## config.mk

```make
export PLATFORM = sky130hd
export DESIGN_NAME = vmem_arbiter
export DESIGN_NICKNAME = d
export VERILOG_FILES = /design/src/rtl/vmem_arbiter.sv
export SDC_FILE = /design/constraint.sdc
export NUM_CORES = 1
export LEC_CHECK = 0
export CAP_MARGIN = 25
export CORE_MARGIN = 1.5
export CORE_UTILIZATION = 60
export CTS_CLUSTER_DIAMETER = 60
export CTS_CLUSTER_SIZE = 12
export DETAILED_ROUTE_END_ITERATION = 8
export PLACE_DENSITY = 0.83
export SETUP_SLACK_MARGIN = 0.4
export SLEW_MARGIN = 0
export SYNTH_ARGS = -nofsm -noshare
export SYNTH_HDL_FRONTEND = slang
export SYNTH_SLANG_ARGS = --single-unit
```

## constraint.sdc

```tcl
create_clock -name clk -period 10.1 [get_ports clk]
set_input_delay 1.515 -clock clk [delete_from_list [all_inputs] [get_ports clk]]
set_output_delay 1.515 -clock clk [all_outputs]
set_load 0.01 [all_outputs]
```

## src/rtl/vmem_arbiter.sv

```systemverilog
// Video-memory port arbiter: scan-out reads have priority, writer pixels queue in
// a FIFO and drain on idle cycles, with a starvation counter that steals one read slot.
module vmem_arbiter #(
  parameter int unsigned FIFO_DEPTH   = 8,
  parameter int unsigned STARVE_LIMIT = 1024,
  parameter int unsigned DATA_W       = 24
) (
  input  logic                          clk,
  input  logic                          resetn,
  input  logic                          rd_req,
  input  logic [9:0]                    rd_h_addr,
  input  logic [8:0]                    rd_v_addr,
  output logic                          rd_valid,
  output logic [DATA_W-1:0]             rd_data,
  output logic                          rd_stolen,
  input  logic                          wr_valid,
  output logic                          wr_ready,
  input  logic [9:0]                    wr_h_addr,
  input  logic [8:0]                    wr_v_addr,
  input  logic [DATA_W-1:0]             wr_data,
  output logic                          mem_en,
  output logic                          mem_we,
  output logic [18:0]                   mem_addr,
  output logic [DATA_W-1:0]             mem_wdata,
  input  logic [DATA_W-1:0]             mem_rdata,
  output logic [$clog2(FIFO_DEPTH):0]   fifo_count
);

  localparam int unsigned AW = $clog2(FIFO_DEPTH);
  localparam int unsigned CW = AW + 1;
  localparam int unsigned SW = $clog2(STARVE_LIMIT + 1);

  typedef struct packed {
    logic [9:0]        h;
    logic [8:0]        v;
    logic [DATA_W-1:0] d;
  } wr_entry_t;

  wr_entry_t         fifo_q [FIFO_DEPTH];
  logic [AW-1:0]     wr_ptr_q, wr_ptr_d;
  logic [AW-1:0]     rd_ptr_q, rd_ptr_d;
  logic [CW-1:0]     count_q, count_d;
  logic              rdy_q;
  logic [SW-1:0]     starve_q, starve_d;
  logic              s1_gnt_q, s1_stl_q;
  logic              rd_valid_q, rd_stolen_q;
  logic [DATA_W-1:0] rd_data_q;

  logic      push, pop, fifo_ne, force_c, gnt_rd, stolen;
  wr_entry_t head;

  assign head    = fifo_q[rd_ptr_q];
  assign fifo_ne = (count_q != '0);
  assign force_c = fifo_ne && (starve_q >= SW'(STARVE_LIMIT));
  assign push    = wr_valid && rdy_q;

  // Grant decision; resetn gates every access so a held reset keeps the port quiet.
  always_comb begin
    pop       = 1'b0;
    gnt_rd    = 1'b0;
    stolen    = 1'b0;
    mem_en    = 1'b0;
    mem_we    = 1'b0;
    mem_addr  = '0;
    mem_wdata = '0;
    if (resetn) begin
      if (fifo_ne && (!rd_req || force_c)) begin
        pop       = 1'b1;
        stolen    = rd_req;
        mem_en    = 1'b1;
        mem_we    = 1'b1;
        mem_addr  = {head.h, head.v};
        mem_wdata = head.d;
      end else if (rd_req) begin
        gnt_rd   = 1'b1;
        mem_en   = 1'b1;
        mem_addr = {rd_h_addr, rd_v_addr};
      end
    end
  end

  // FIFO pointer/occupancy and starvation counter next state.
  always_comb begin
    wr_ptr_d = push ? wr_ptr_q + AW'(1) : wr_ptr_q;
    rd_ptr_d = pop  ? rd_ptr_q + AW'(1) : rd_ptr_q;
    count_d  = count_q;
    if (push && !pop)      count_d = count_q + CW'(1);
    else if (pop && !push) count_d = count_q - CW'(1);
    starve_d = starve_q;
    if (!fifo_ne || pop)                      starve_d = '0;
    else if (starve_q < SW'(STARVE_LIMIT))    starve_d = starve_q + SW'(1);
  end

  always_ff @(posedge clk) begin
    if (!resetn) begin
      wr_ptr_q    <= '0;
      rd_ptr_q    <= '0;
      count_q     <= '0;
      rdy_q       <= 1'b0;
      starve_q    <= '0;
      s1_gnt_q    <= 1'b0;
      s1_stl_q    <= 1'b0;
      rd_valid_q  <= 1'b0;
      rd_stolen_q <= 1'b0;
      rd_data_q   <= '0;
    end else begin
      wr_ptr_q    <= wr_ptr_d;
      rd_ptr_q    <= rd_ptr_d;
      count_q     <= count_d;
      rdy_q       <= (count_d < CW'(FIFO_DEPTH));
      starve_q    <= starve_d;
      s1_gnt_q    <= gnt_rd;
      s1_stl_q    <= stolen;
      rd_valid_q  <= s1_gnt_q;
      rd_stolen_q <= s1_stl_q;
      if (s1_gnt_q) rd_data_q <= mem_rdata;
    end
  end

  // Entry storage needs no reset; occupancy tracking decides what is live.
  always_ff @(posedge clk) begin
    if (resetn && push) fifo_q[wr_ptr_q] <= '{h: wr_h_addr, v: wr_v_addr, d: wr_data};
  end

  assign wr_ready   = rdy_q;
  assign fifo_count = count_q;
  assign rd_valid   = rd_valid_q;
  assign rd_stolen  = rd_stolen_q;
  assign rd_data    = rd_data_q;

endmodule

```

# Yosys cells after proc, flatten, opt, wreduce, memory -nomap -nowiden
# Memory sizes are Yosys's and may differ from the RTL's. A register that Yosys moved wholly into a read port is not among the register bits.
# Cells that the tools add are included.
[totals]
reg_bits = 50
ramBits = 344
inputBits = 90
word_cells = 52
mem_count = 1
[memory_table]
columns = ["memory", "words", "word_bits", "read_ports", "rd_clocked_by_memory_dff", "write_ports", "line_no", "source"]
rows = [
  ["fifo_q", 8, 43, 1, 1, 1, "39", "wr_entry_t fifo_q [FIFO_DEPTH];"],
]
[op_classes]
add_sub_neg = 5
n_lt_le_gt_ge = 3
n_mux = 16
bitwise = 1
reduce_logical = 16
[op_table]
columns = ["operator", "count"]
rows = [
  ["19-bit 2-to-1 mux", 3],
  ["24-bit 2-to-1 mux", 2],
  ["11-bit by 1-bit adder with 11-bit output (second input constant)", 1],
  ["11-bit greater-or-equal comparator (second input constant)", 1],
  ["11-bit < comparator (second input constant)", 1],
  ["4-bit 2-to-1 mux", 2],
  ["1-bit 2-to-1 mux", 7],
  ["3-bit by 1-bit adder with 3-bit output (second input constant)", 2],
  ["1-bit logical AND", 6],
  ["3-bit 2-to-1 mux", 2],
  ["4-bit by 1-bit adder with 4-bit output (second input constant)", 1],
  ["1-bit logical NOT", 4],
  ["4-bit < comparator (second input constant)", 1],
  ["4-bit nonzero test", 1],
  ["2-bit OR reduction", 2],
  ["4-bit by 1-bit subtractor with 4-bit output (second input constant)", 1],
  ["1-bit logical OR", 2],
  ["2-bit AND reduction", 1],
  ["1-bit inverter", 1],
]

# Longest topological paths before layout
# Gate-level depths: netlist (run 1).
[logic_depth]
depth_word = 10
mapped_depth = 12
mapped_depth_nobuf = 10

# Least setup slack after synthesis (run 1)
# No wires, ideal clock.
[synth_path]
path_type = "input-to-reg"
from = "input port resetn"
to = "memory fifo_q[1][0] (netlist name), enable pin"
setup_ns = 0.497
arrival_ns = 5.158
required_time_ns = 9.603
path_slack_ns = 4.446
cell_stages = 4
n_path_buf = 2
path_cell_list = "clkbuf_1 > clkbuf_1 > nand3_1 > nor3_1"
[synth_between]
elab_chain_cells = 3
[synth_lines]
columns = ["item", "line_no", "source"]
rows = [
  ["from (decl)", "9", "input logic resetn,"],
  ["1-bit logical AND", "122", "if (resetn && push) fifo_q[wr_ptr_q] <= '{h: wr_h_addr, v: wr_v_addr, d: wr_data};"],
  ["1-bit 2-to-1 mux", "122", ""],
  ["1-bit 2-to-1 mux (not written as such)", "122", ""],
  ["to (decl)", "39", ""],
]
# No other way between the ends.

# Worst setup path in the final report (run 1)
[layout_path]
from = "input port resetn"
to = "output port mem_addr[0]"
[layout_between]
elab_chain_cells = 1
[layout_lines]
columns = ["item", "line_no", "source"]
rows = [
  ["19-bit 2-to-1 mux", "66", "if (resetn) begin"],
  ["to (decl)", "23", "output logic [18:0] mem_addr,"],
]
# No other way between the ends.

==> metrics list, run 1 <==
- In this run the static leakage power is 5.88 nW.
- Global routing used 25.1% of the available tracks across all layers.
- Worst Path Class, Setup: input pin to primary output
* Relative slew slack: approximately a third
* Min-Delay Path Depth: 1
- The number of buffers and inverters on the critical path is 3.
- Wires add up to 32.2 mm.
* Share of layout cells above drive strength 1: approximately 16%
- Status: finished clean
- At the worst endpoint, the required time is 8.59 ns.
- Critical path's slowest cell: sky130_fd_sc_hd__nor2_2
- Post-CTS repair changed the size of 0 cells.
- For this run, design rule violations remaining after detail routing come to 0.
- The smallest clock period supported by the final layout is computed as approximately 6 ns.
* Fraction of the yosys area taken by sequential cells: 74.4%
* Psw: 0.690 mW
* Hold Startpoint: s1_stl_q
* Finish-stage setup viols: 0
- Depth of the CTS H-tree: 2
- For this design, the CTS-stage hold fixing added 0 buffers.
* Worst reg2reg startpoint: fifo_count[0]
- Number of warnings reported in the yosys synthesis log: 0
* Clock group share of total power: about 39%
- Average cell area after synthesis: 19.7 µm²
- Peak supply drop: 171 µV
* RSZ-0062 raised after global routing: no
- CTS tree: built
* Routed wire length on met3: 2.51 mm
* Internal Power: 2.66 mW
- Length of routed met2 wiring: 16.3 mm
- Biggest fanout along the worst timing path: 45
* CTS Root Buffer Type: sky130_fd_sc_hd__clkbuf_16
* Max-capacitance violation count: 0
* Clock latency on the worst-skew pair: around 0.53 ns
- Clock Path Buffers: 3
* Total clock buffers created by CTS: 39
* Maximum cell stage delay along the critical path: approximately 0.93 ns
- I/O pin count: 166
- For the worst setup path, the data arrival time is 4.62 ns.
- The number of global-route vias before repair was 8378.
- First-pass GRT wire length: around 49 mm
- Die W: 163 µm
- Post-layout net count: 1054
* Total count of hold-check failures in the final report: 0
- Post-route fraction of the period consumed by the critical path: about three fifths
- Critical path startpoint: resetn
* Class of the tightest hold or removal check: flip-flop to flip-flop
- Floorplan die area: ~26000 µm²
* Worst min-delay path endpoint: rd_stolen
* Buffers inserted during post-CTS setup optimization: 0
- HPWL after DPL: about 18 mm
- Combinational share of power: 6.4%
- Maximum number of pins on one net before global-route repair: 65
- Number of iterations in the first detailed-routing pass: 5
* Number of antenna violations at the first check in global routing: 1
- In this design, the largest share of critical-path delay is due to simple AND/OR/NAND/NOR gates.
* Post-synth top area cell: sky130_fd_sc_hd__edfxtp_1
* Area fraction of the dominant cell type after synthesis: 67.5%
- Kind of start point of the critical path: input pin
- Mapped Nets: ~900
- Buffers placed on the I/O ports in this run total 165.
- Number of flops mapped to enable cells by yosys: 344
* Synth top area cells: sky130_fd_sc_hd__edfxtp_1, sky130_fd_sc_hd__mux4_2, sky130_fd_sc_hd__dfxtp_1
* Area delta synth->final: 20.8%
- First DRT Iteration DRCs: 722
- After technology mapping, the gate count stands at 777.
- Starting density of the core: 61.0%
* Via total after detailed routing: between 7000 and 8000
- Setup slack on the worst reg-to-reg path comes out at 7.06 ns.
* Met1 wire length: 12.5 mm
- The worst register-to-register path has a depth of 10.
- Net switching share of the total power: 20.6%
* Overall die height: 163 µm
* Cell mode on critical path: sky130_fd_sc_hd__clkdlybuf4s50_1
- Post-detailed-route via-to-cell ratio: 6.09
* Endpoint of the worst-slack reg-to-reg timing path: wr_ready
- Dominant register cell in the synthesized netlist: sky130_fd_sc_hd__edfxtp_1
- Share of synthesized flip-flops with an asynchronous set or reset: 0%
* Final clock skew: 0.0142 ns
- Count of non-filler cells in the finished layout: 1313
* Highest attainable clock frequency: 0.163 GHz
- Core ar.: 25100 µm²
- At the pin with the least slew margin, the transition time is 1.01 ns.
* Aggregate global routing overflow: 0
- Sum Neg Setup Slack: 0 ns
* Flip-flop and latch count after synthesis: 397
* Wire length per cell after detailed routing: 24.5 µm
* Final number of max-transition violations: 0
* Clock sinks: between 300 and 400
- At the end of routability-driven placement, the weighted congestion stood at 0.733.
- Power density relative to cell area: 181 nW/µm²
- Clock-pin slew was measured on the worst setup and hold paths at approximately 0.060 ns.
- Count of nets left with antenna violations after detail routing: 0
- In this run the cell area of the synthesized design comes to around 15000 µm².
* Category of the worst setup path capture point: primary output
- Post-synthesis cell type count: 41
- Number of rows created at floorplan: 58
- After detailed routing, no signal wire sits above met4.
* Placed cell count: 1245
* Fraction of power consumed by sequential logic: a little over half
* Critical Path, Cell by Cell: clkdlybuf4s50_1, buf_4, nand3_4, nor2_2, a221o_1, clkdlybuf4s50_1
layout by cell type (no fill, tap or decap), drive strengths merged, types with 7 or more instances in the layout:
cell type	n
clkbuf	63
nand2	10
inv	10
nor2b	26
dfxtp	53
edfxtp	344
nand3	8
mux4	86
a221o	19
mux2i	50
xnor2	7
clkdlybuf4s50	165
ha	7
nor2	42
and3	22
and2	9
buf	16
logic make-up (layout without fill, tap and decap cells):
group | after synthesis | in the layout | share of synthesized area, %
flops | 397 | 397 | 74.4
xor+xnor | 10 | 10 | 0.572
buf+inv | 50 | 255 | 1.54
fa+ha+maj | 7 | 7 | 0.572
simple gates | 136 | 136 | 4.78
mux | 136 | 136 | 15.9
compound gates | 41 | 41 | 2.20
other cells | 0 | 1 | 0
cells in the mapped netlist (all sizes together) (7+ instances only):
cell / n
a221o: 19
clkbuf: 15
nor2b: 26
buf: 27
and3: 22
nand2: 10
mux2i: 50
edfxtp: 344
inv: 8
nor2: 42
dfxtp: 53
and2: 9
ha: 7
mux4: 86
xnor2: 7
nand3: 8
per-layer routing:
layer / vias to the layer above / track usage, %
met4: 0 / 8.34
met2: 372 / 42.4
met5: - / 0
met3: 52 / 4.38
met1: 4076 / 33.7
li1: 3494 / -
power groups by stage:
stage               registers, mW  clock network [mW]  logic (mW)
finish                       1.82                1.32       0.216
global route                 1.82                1.39       0.231
CTS                          1.82                1.33       0.217
detailed placement           1.85                   0       0.215
global placement             1.85                   0       0.210
floorplan                    1.84                   0       0.122
state kept, by name, indices dropped and copies added (netlist names), named ones only:
| name | count |
|---|---|
| rd_data | 24 |
| fifo_count | 3 |
| rd_stolen | 1 |
| s1_stl_q | 1 |
| rd_ptr_q | 3 |
| fifo_q | 344 |
| rd_valid | 1 |
| starve_q | 11 |
| s1_gnt_q | 1 |
| wr_ptr_q | 3 |
| wr_ready | 1 |
worst max-delay path by stage:
| stage | endpoint | slack, ns | depth (start not counted) |
|---|---|---|---|
| final | mem_addr[0] | 3.96 | 6 |
| after global routing | mem_addr[0] | 3.79 | 6 |
| after CTS | mem_addr[0] | 4.02 | 6 |
| after detailed placement | mem_addr[0] | 4.07 | 6 |
| after global placement | mem_addr[3] | 4.16 | 6 |
| after floorplan | fifo_q[1][0] | 4.45 | 4 |
through the flow:
step                utilization (%)  total power, mW  hold WS [ns]  worst slack, ns  cell area, µm²
floorplan                         -             1.96         0.412             4.45           15300
global placement               69.0             2.06         0.416             4.16           17300
detailed placement             69.1             2.07         0.423             4.07           17400
CTS                            73.6             3.37         0.440             4.02           18500
global route                   73.7             3.44         0.463             3.79           18500
finish                         73.7             3.35         0.434             3.96           18500
layout make-up:
cell class / instances / area (µm²)
repair buffers: 181 / 1790
clock inverters: 3 / 36.3
flip-flops and latches: 397 / 11400
clock buffers: 63 / 1090
well taps: 330 / 413
fillers: 1472 / 6610
multi-input cells: 330 / 3740
diodes: 1 / 2.50
inverters: 8 / 32.5
worst reg2reg max path: stages, from the launching register on:
cell and delay, ns:
sky130_fd_sc_hd__dfxtp_1 0.44, sky130_fd_sc_hd__inv_1 0.09, sky130_fd_sc_hd__ha_1 0.23, sky130_fd_sc_hd__or3b_1 0.35, sky130_fd_sc_hd__nand3_4 0.42, sky130_fd_sc_hd__inv_4 0.38, sky130_fd_sc_hd__ha_1 0.28, sky130_fd_sc_hd__nand2b_1 0.14
sky130_fd_sc_hd__o41ai_1 0.27, sky130_fd_sc_hd__a22oi_1 0.14, sky130_fd_sc_hd__and3_1 0.20
Power figures use the tool's default switching activity.
==> run 2, diff against run 1 <==
--- a/config.mk
+++ b/config.mk
@@ -7,11 +7,11 @@
 export LEC_CHECK = 0
 export CAP_MARGIN = 25
 export CORE_MARGIN = 1.5
-export CORE_UTILIZATION = 60
+export CORE_UTILIZATION = 51
 export CTS_CLUSTER_DIAMETER = 60
 export CTS_CLUSTER_SIZE = 12
 export DETAILED_ROUTE_END_ITERATION = 8
-export PLACE_DENSITY = 0.83
+export PLACE_DENSITY = 0.75
 export SETUP_SLACK_MARGIN = 0.4
 export SLEW_MARGIN = 0
 export SYNTH_ARGS = -nofsm -noshare
==> constraint.sdc (replaced) <==
create_clock -name clk -period 5.51 [get_ports clk]
set_input_delay 0.8265 -clock clk [delete_from_list [all_inputs] [get_ports clk]]
set_output_delay 0.8265 -clock clk [all_outputs]
set_load 0.01 [all_outputs]
==> run 2 against run 1 <==
- final cell count is 3.4% higher
- critical path type is now flip-flop to primary output
- sequential share of layout area is 0.067 points higher
- clock-buffer cell count is 14 lower
- sequential cell count stayed put
- combinational power is 83% higher
- via count is 3.5% lower
- first-iteration DRC count is 5.3% higher
- setup slack worse by 3.0 ns
- cell area is 0.11% lower
- die area is 17% higher
- utilization is 11 points lower
- sequential power is 83% higher
==> metrics list, run 2 (synthesis gave the netlist of run 1 again) <==
- Status: finished clean
- Number of hold buffers added after CTS: 0
- Biggest fanout along the worst timing path: 27
- Clock latency on the worst-skew pair: 0.51 ns
* Count of non-filler cells in the finished layout: 1357
- First-pass GRT wire length: 45.9 mm
- Most frequent cells in the layout: sky130_fd_sc_hd__edfxtp_1, sky130_fd_sc_hd__clkdlybuf4s50_1, sky130_fd_sc_hd__mux4_2
- Post-Route WL: 29.7 mm
* RSZ-0062 raised after global routing: no
- Data on the critical path arrives at its endpoint at 3.70 ns.
* Final number of max-transition violations: 0
- The clock tree synthesis step divided the H-tree into 2 levels.
- Aggregate global routing overflow: 0
- The worst path in the final design needs a cycle of 4.52 ns, including I/O delays and setup.
- The post-route netlist has 16.2% of its cells at a drive strength greater than 1.
- The congestion estimate from routability-driven global placement came to 0.741.
- Maximum number of pins on one net before global-route repair: 60
- Sum Neg Setup Slack: 0 ns
- In this run, the combinational gates consume about 6.6% of the power.
- Number of rows created at floorplan: 63
* HPWL after DPL: 16.8 mm
- Max-capacitance violation count: 0
- Clock Path Buffers: 3
- The number of hold violations in the final report is 0.
- Port buffering added 165 buffers.
* Number of global-route vias before repair: 7987
- Final core utilization: 62.5%
* Count of nets left with antenna violations after detail routing: 0
* Transition at the pin with the smallest max-transition slack: 0.912 ns
- Once the floorplan was initialized, standard cells occupied between 50% and 60% of the core.
- Final clock skew: between 0.02 and 0.025 ns
* Number of flip-flops in the largest register: 344
- Net switching is between 10% and 20% of the power.
- Pre-CTS setup slack: 1.09 ns
- Total Routing Usage GR: 19.6%
- Total clock buffers created by CTS: 39
- Gates resized during post-CTS repair numbered 0.
- Clock tree synthesis selected as its root buffer the cell sky130_fd_sc_hd__clkbuf_16.
- TritonCTS built the clock tree.
* Worst path setup slack after routing: 0.986 ns
- During I/O placement, the number of pins put on the boundary was roughly 170.
* Clock sinks: 397
- The final layout contains 1053 nets.
- Class of the tightest hold or removal check: flip-flop to flip-flop
- In the routed design, unresolved DRC markers number 0.
- In this run the cell area measured after placement is 17400 µm².
* Via total after detailed routing: 7716
- Req. time, crit path: 4.68 ns
* Min-Delay Path Depth: 1
* Internal Power: 4.80 mW
- Summed area of non-filler cells in the final layout: 18500 µm²
* Core ar.: roughly 30000 µm²
- Overall die height: 176 µm
- In this run the power density over the cells is between 300 and 400 nW/µm².
* Category of the worst setup path capture point: primary output
- Post-CTS timing repair inserted 0 buffers for setup.
* Total power after layout: ~6 mW
- Die W: 176 µm
* Number of cells on the worst reg-to-reg path: 10
- The critical path is of the flip-flop to primary output type.
* Fraction of power consumed by sequential logic: 55.6%
- In this run, the number of DRC markers left after iteration 0 of detailed routing was 760.
- The number of placed instances, taps included, is 1304.
- Psw: ~1.2 mW
- The repair_antennas step left the layout with diodes totalling 0.
- Area delta synth->final: 20.7%
- Static leakage: roughly 6 nW
* Number of iterations in the first detailed-routing pass: 5
- The worst pin sits at a relative slew slack of 39.1%.
- Post-detailed-route via-to-cell ratio: 5.69
- Peak supply drop: between 300 and 400 µV
- Hold timing on the final database bottoms out at a slack of about 0.46 ns.
- Number of antenna violations at the first check in global routing: 1
- Of the available clock period, the critical path in the final layout requires 82.1%.
* Kind of start point of the critical path: flip-flop
* Register bank with the most flops: fifo_q
* Most common cell after layout, fill and taps aside: sky130_fd_sc_hd__edfxtp_1
- Clock group share of total power: 37.8%
* Floorplan die area: 31100 µm²
- Register clock-pin slew on the reported worst setup and hold paths: about 0.06 ns
* Wire length per cell after detailed routing: 21.9 µm
- Finish-stage setup viols: 0
* Highest attainable clock frequency: around 0.22 GHz
[run 2: power by group through the flow]
stage | sequential, mW | combinational [mW] | clock (mW)
after floorplan | 3.38 | 0.223 | 0
after CTS | 3.33 | 0.399 | 2.31
final | 3.33 | 0.395 | 2.26
after global routing | 3.33 | 0.426 | 2.41
after detailed placement | 3.39 | 0.396 | 0
after global placement | 3.39 | 0.389 | 0
[run 2: worst paths after layout]
path	startpoint	end	slack, ns
max	fifo_count[0]	mem_addr[2]	0.99
min reg2reg	s1_stl_q	rd_stolen	0.46
min	s1_stl_q	rd_stolen	0.46
max reg2reg	fifo_count[0]	wr_ready	2.43
[run 2: layout make-up]
cell class	count	area, µm²
Clock buffer	49	1010
Clock inverter	3	20.0
Fill cell	2076	11100
Inverter	8	32.5
Multi-Input combinational cell	330	3740
Sequential cell	397	11400
Tap cell	390	488
Timing Repair Buffer	180	1780
[run 2: layer usage]
layer	wire length, µm	track usage, %	up-vias
met5	17	0	-
met4	526	4.88	2
met3	1630	3.36	40
met2	14800	32.7	212
met1	12800	27.1	3982
li1	-	-	3480
[run 2: worst max-delay path: stages, from the launching register on]
cell,delay [ns]
sky130_fd_sc_hd__dfxtp_1,0.44
sky130_fd_sc_hd__inv_1,0.09
sky130_fd_sc_hd__ha_1,0.23
sky130_fd_sc_hd__or3b_1,0.35
sky130_fd_sc_hd__nand3_4,0.42
sky130_fd_sc_hd__nor2_2,0.86
sky130_fd_sc_hd__a221o_1,0.26
sky130_fd_sc_hd__clkdlybuf4s50_1,0.54
==> run 3, diff against run 2 <==
==> constraint.sdc (replaced) <==
create_clock -name clk -period 3.7 [get_ports clk]
set_input_delay 0.555 -clock clk [delete_from_list [all_inputs] [get_ports clk]]
set_output_delay 0.555 -clock clk [all_outputs]
set_load 0.01 [all_outputs]
==> run 3 against run 2 <==
- critical path depth down 1
- via count up 1.2%
- setup slack worse by 0.46 ns
- utilization up 1.1 points
- largest cell class unchanged
- largest power group unchanged
==> metrics list, run 3 (synthesis gave the netlist of run 1 again) <==
* RSZ-0062 raised after global routing: no
- Post-route fraction of the period consumed by the critical path: 85.7%
- Once detail routing completed, the nets flagged for antenna violations numbered 0.
- The area growth from synthesis to layout is 22.8%.
- For this run, the total global-route usage over all layers was measured as 20.0%.
- The number of hold violations in the final report came to 0.
- Post-detailed-route via-to-cell ratio: 5.68
- 166 I/O pins were placed.
- For this run the aggregate overflow at the end of global routing stands at 0.
- Depth of the CTS H-tree: 2
- After clock tree synthesis, the clock-pin slew on the worst setup and hold paths is 0.06 ns.
- Register bank with the most flops: fifo_q
- Number of iterations in the first detailed-routing pass: 4
* Core ar.: 29600 µm²
- Final clock skew: 0.00772 ns
- Cell class contributing the biggest share of worst-path delay: buffers and inverters
* Final weighted congestion of routability-driven global placement: 0.708
* PortBufs: 165
* Die W: about 180 µm
- The initialized floorplan defines 63 standard-cell rows.
- The largest individual stage delay along the critical path comes from the cell sky130_fd_sc_hd__mux4_2.
- Most common cell after layout, fill and taps aside: sky130_fd_sc_hd__edfxtp_1
- In this run the worst path has a maximum fanout of 13.
- For the pin with the worst max-slew slack, the measured transition is around 0.70 ns.
- Placed cell area: roughly 18000 µm²
* Placed cell count: roughly 1300
- Count of non-filler cells in the finished layout: 1376
* Number of fill cells: roughly 2000
- Antenna Diode Count: 0
- Starting density of the core: between 50% and 60%
- Max-capacitance violation count: 0
- Clock sinks: 397
- Req. time, crit path: 3.14 ns
- In this run the worst hold path is classified as flip-flop to flip-flop.
- HPWL after DPL: between 15 and 20 mm
* Status: finished clean
- After detailed routing, the number of remaining DRC violations is 0.
- The routed layout has approximately 8000 vias.
* Highest attainable clock frequency: 0.315 GHz
* Number of global-route vias before repair: 8069
- Summed over all layers, the routed wires come to 30.5 mm.
- CTS tree: built
* Total clock buffers created by CTS: 39
* Relative slew slack: between 50% and 60%
- The floorplan step set the die height to between 150 and 200 µm.
- Clock Path Buffers: 3
- First-pass GRT wire length: 46.4 mm
- Wire length per cell after detailed routing: 22.2 µm
- Setup violations remaining at the end of the flow were counted as 0.
- Walking the worst path, the cells encountered are buf_16, buf_4, mux4_2, mux2i_1, nor2_1, clkdlybuf4s50_1.
- Kind of start point of the critical path: flip-flop
- The post-route netlist has 18.6% of its cells at a drive strength greater than 1.
* Power density relative to cell area: 482 nW/µm²
- Clock latency on the worst-skew pair: 0.51 ns
- Number of flip-flops in the largest register: around 340
- Static leakage: 6.08 nW
- Number of hold buffers added after CTS: 0
- Crit path time final: 3.17 ns
- CTS Root Buffer Type: sky130_fd_sc_hd__clkbuf_16
* Peak supply drop: approximately 430 µV
- Category of the worst setup path capture point: primary output
* First DRT Iteration DRCs: 850
- Sum Neg Setup Slack: 0 ns
* Summed area of non-filler cells in the final layout: 18800 µm²
- Post-layout net count: 1072
* Most frequent cells in the layout: sky130_fd_sc_hd__edfxtp_1, sky130_fd_sc_hd__clkdlybuf4s50_1, sky130_fd_sc_hd__mux4_2
* Maximum number of pins on one net before global-route repair: 44
- The count of pins over their slew limit came to 0.
* Number of antenna violations at the first check in global routing: 1
- Worst Path Class, Setup: flip-flop to primary output
- On the worst path, the slowest cell contributes a delay of 0.52 ns.
- At the worst endpoint, the arrival time is 2.61 ns.
- Floorplan die area: 31100 µm²
- The critical path contains buffers and inverters numbering 3 combined.
==> run 3: cell types whose count changed in the layout (fill, tap and decap cells not counted), moves of 3 or more <==
cell and delta:
sky130_fd_sc_hd__buf_4 +8, sky130_fd_sc_hd__dlygate4sd2_1 +19, sky130_fd_sc_hd__buf_12 +7, sky130_fd_sc_hd__clkbuf_16 +3
sky130_fd_sc_hd__clkdlybuf4s50_1 -20, sky130_fd_sc_hd__clkinv_2 +3
==> run 3: stage by stage <==
stage | setup slack (ns) | power [mW] | hold slack (ns) | utilization [%]
2_1_floorplan | 0.152 | 5.36 | 0.412 | -
3_3_place_gp | 0.712 | 5.65 | 0.420 | 59.6
3_5_place_dp | 0.706 | 5.66 | 0.429 | 59.6
4_1_cts | 0.356 | 9.11 | 0.446 | 63.4
5_1_grt | 0.429 | 9.34 | 0.458 | 63.6
6_report | 0.530 | 9.05 | 0.439 | 63.6
==> run 3: final timing paths <==
path	from	endpoint	slack (ns)	depth (start not counted)
max	flip-flop	mem_wdata[0]	0.53	6
min	s1_stl_q	rd_stolen	0.44	1
max reg2reg	fifo_count[0]	wr_ready	1.09	10
min reg2reg	s1_stl_q	rd_stolen	0.44	1
==> run 3: layer usage <==
layer,track usage [%],vias to the layer above,part of all wire [%]
li1,-,3512,-
met1,27.5,4021,43
met2,33.0,225,50
met3,3.53,49,5.6
met4,5.70,2,1.9
met5,0,-,0.030
==> run 3: cell type report <==
type                            count  area, µm²  share of cell area, %
Clock buffer                       49       1060                   5.62
Sequential cell                   397      11400                   60.7
Clock inverter                      3       15.0                 0.0799
Multi-Input combinational cell    330       3760                   20.0
Timing Repair Buffer              199       2040                   10.9
Tap cell                          390        488                   2.60
Inverter                            8       32.5                  0.173
==> run 3: timing repair <==
| item | CTS | global route |
|---|---|---|
| cloned | 0 | 1 |
| hold endpoints to repair | 0 | 0 |
| setup endpoints to repair | 43 | 24 |
| resized for setup | 21 | 7 |
| buffers inserted | 5 | 2 |
==> run 3: power breakdown <==
part	internal (mW)	switching, mW
clock	1.98	1.49
sequential	4.91	0.0256
combinational	0.359	0.285
total	7.25	1.81
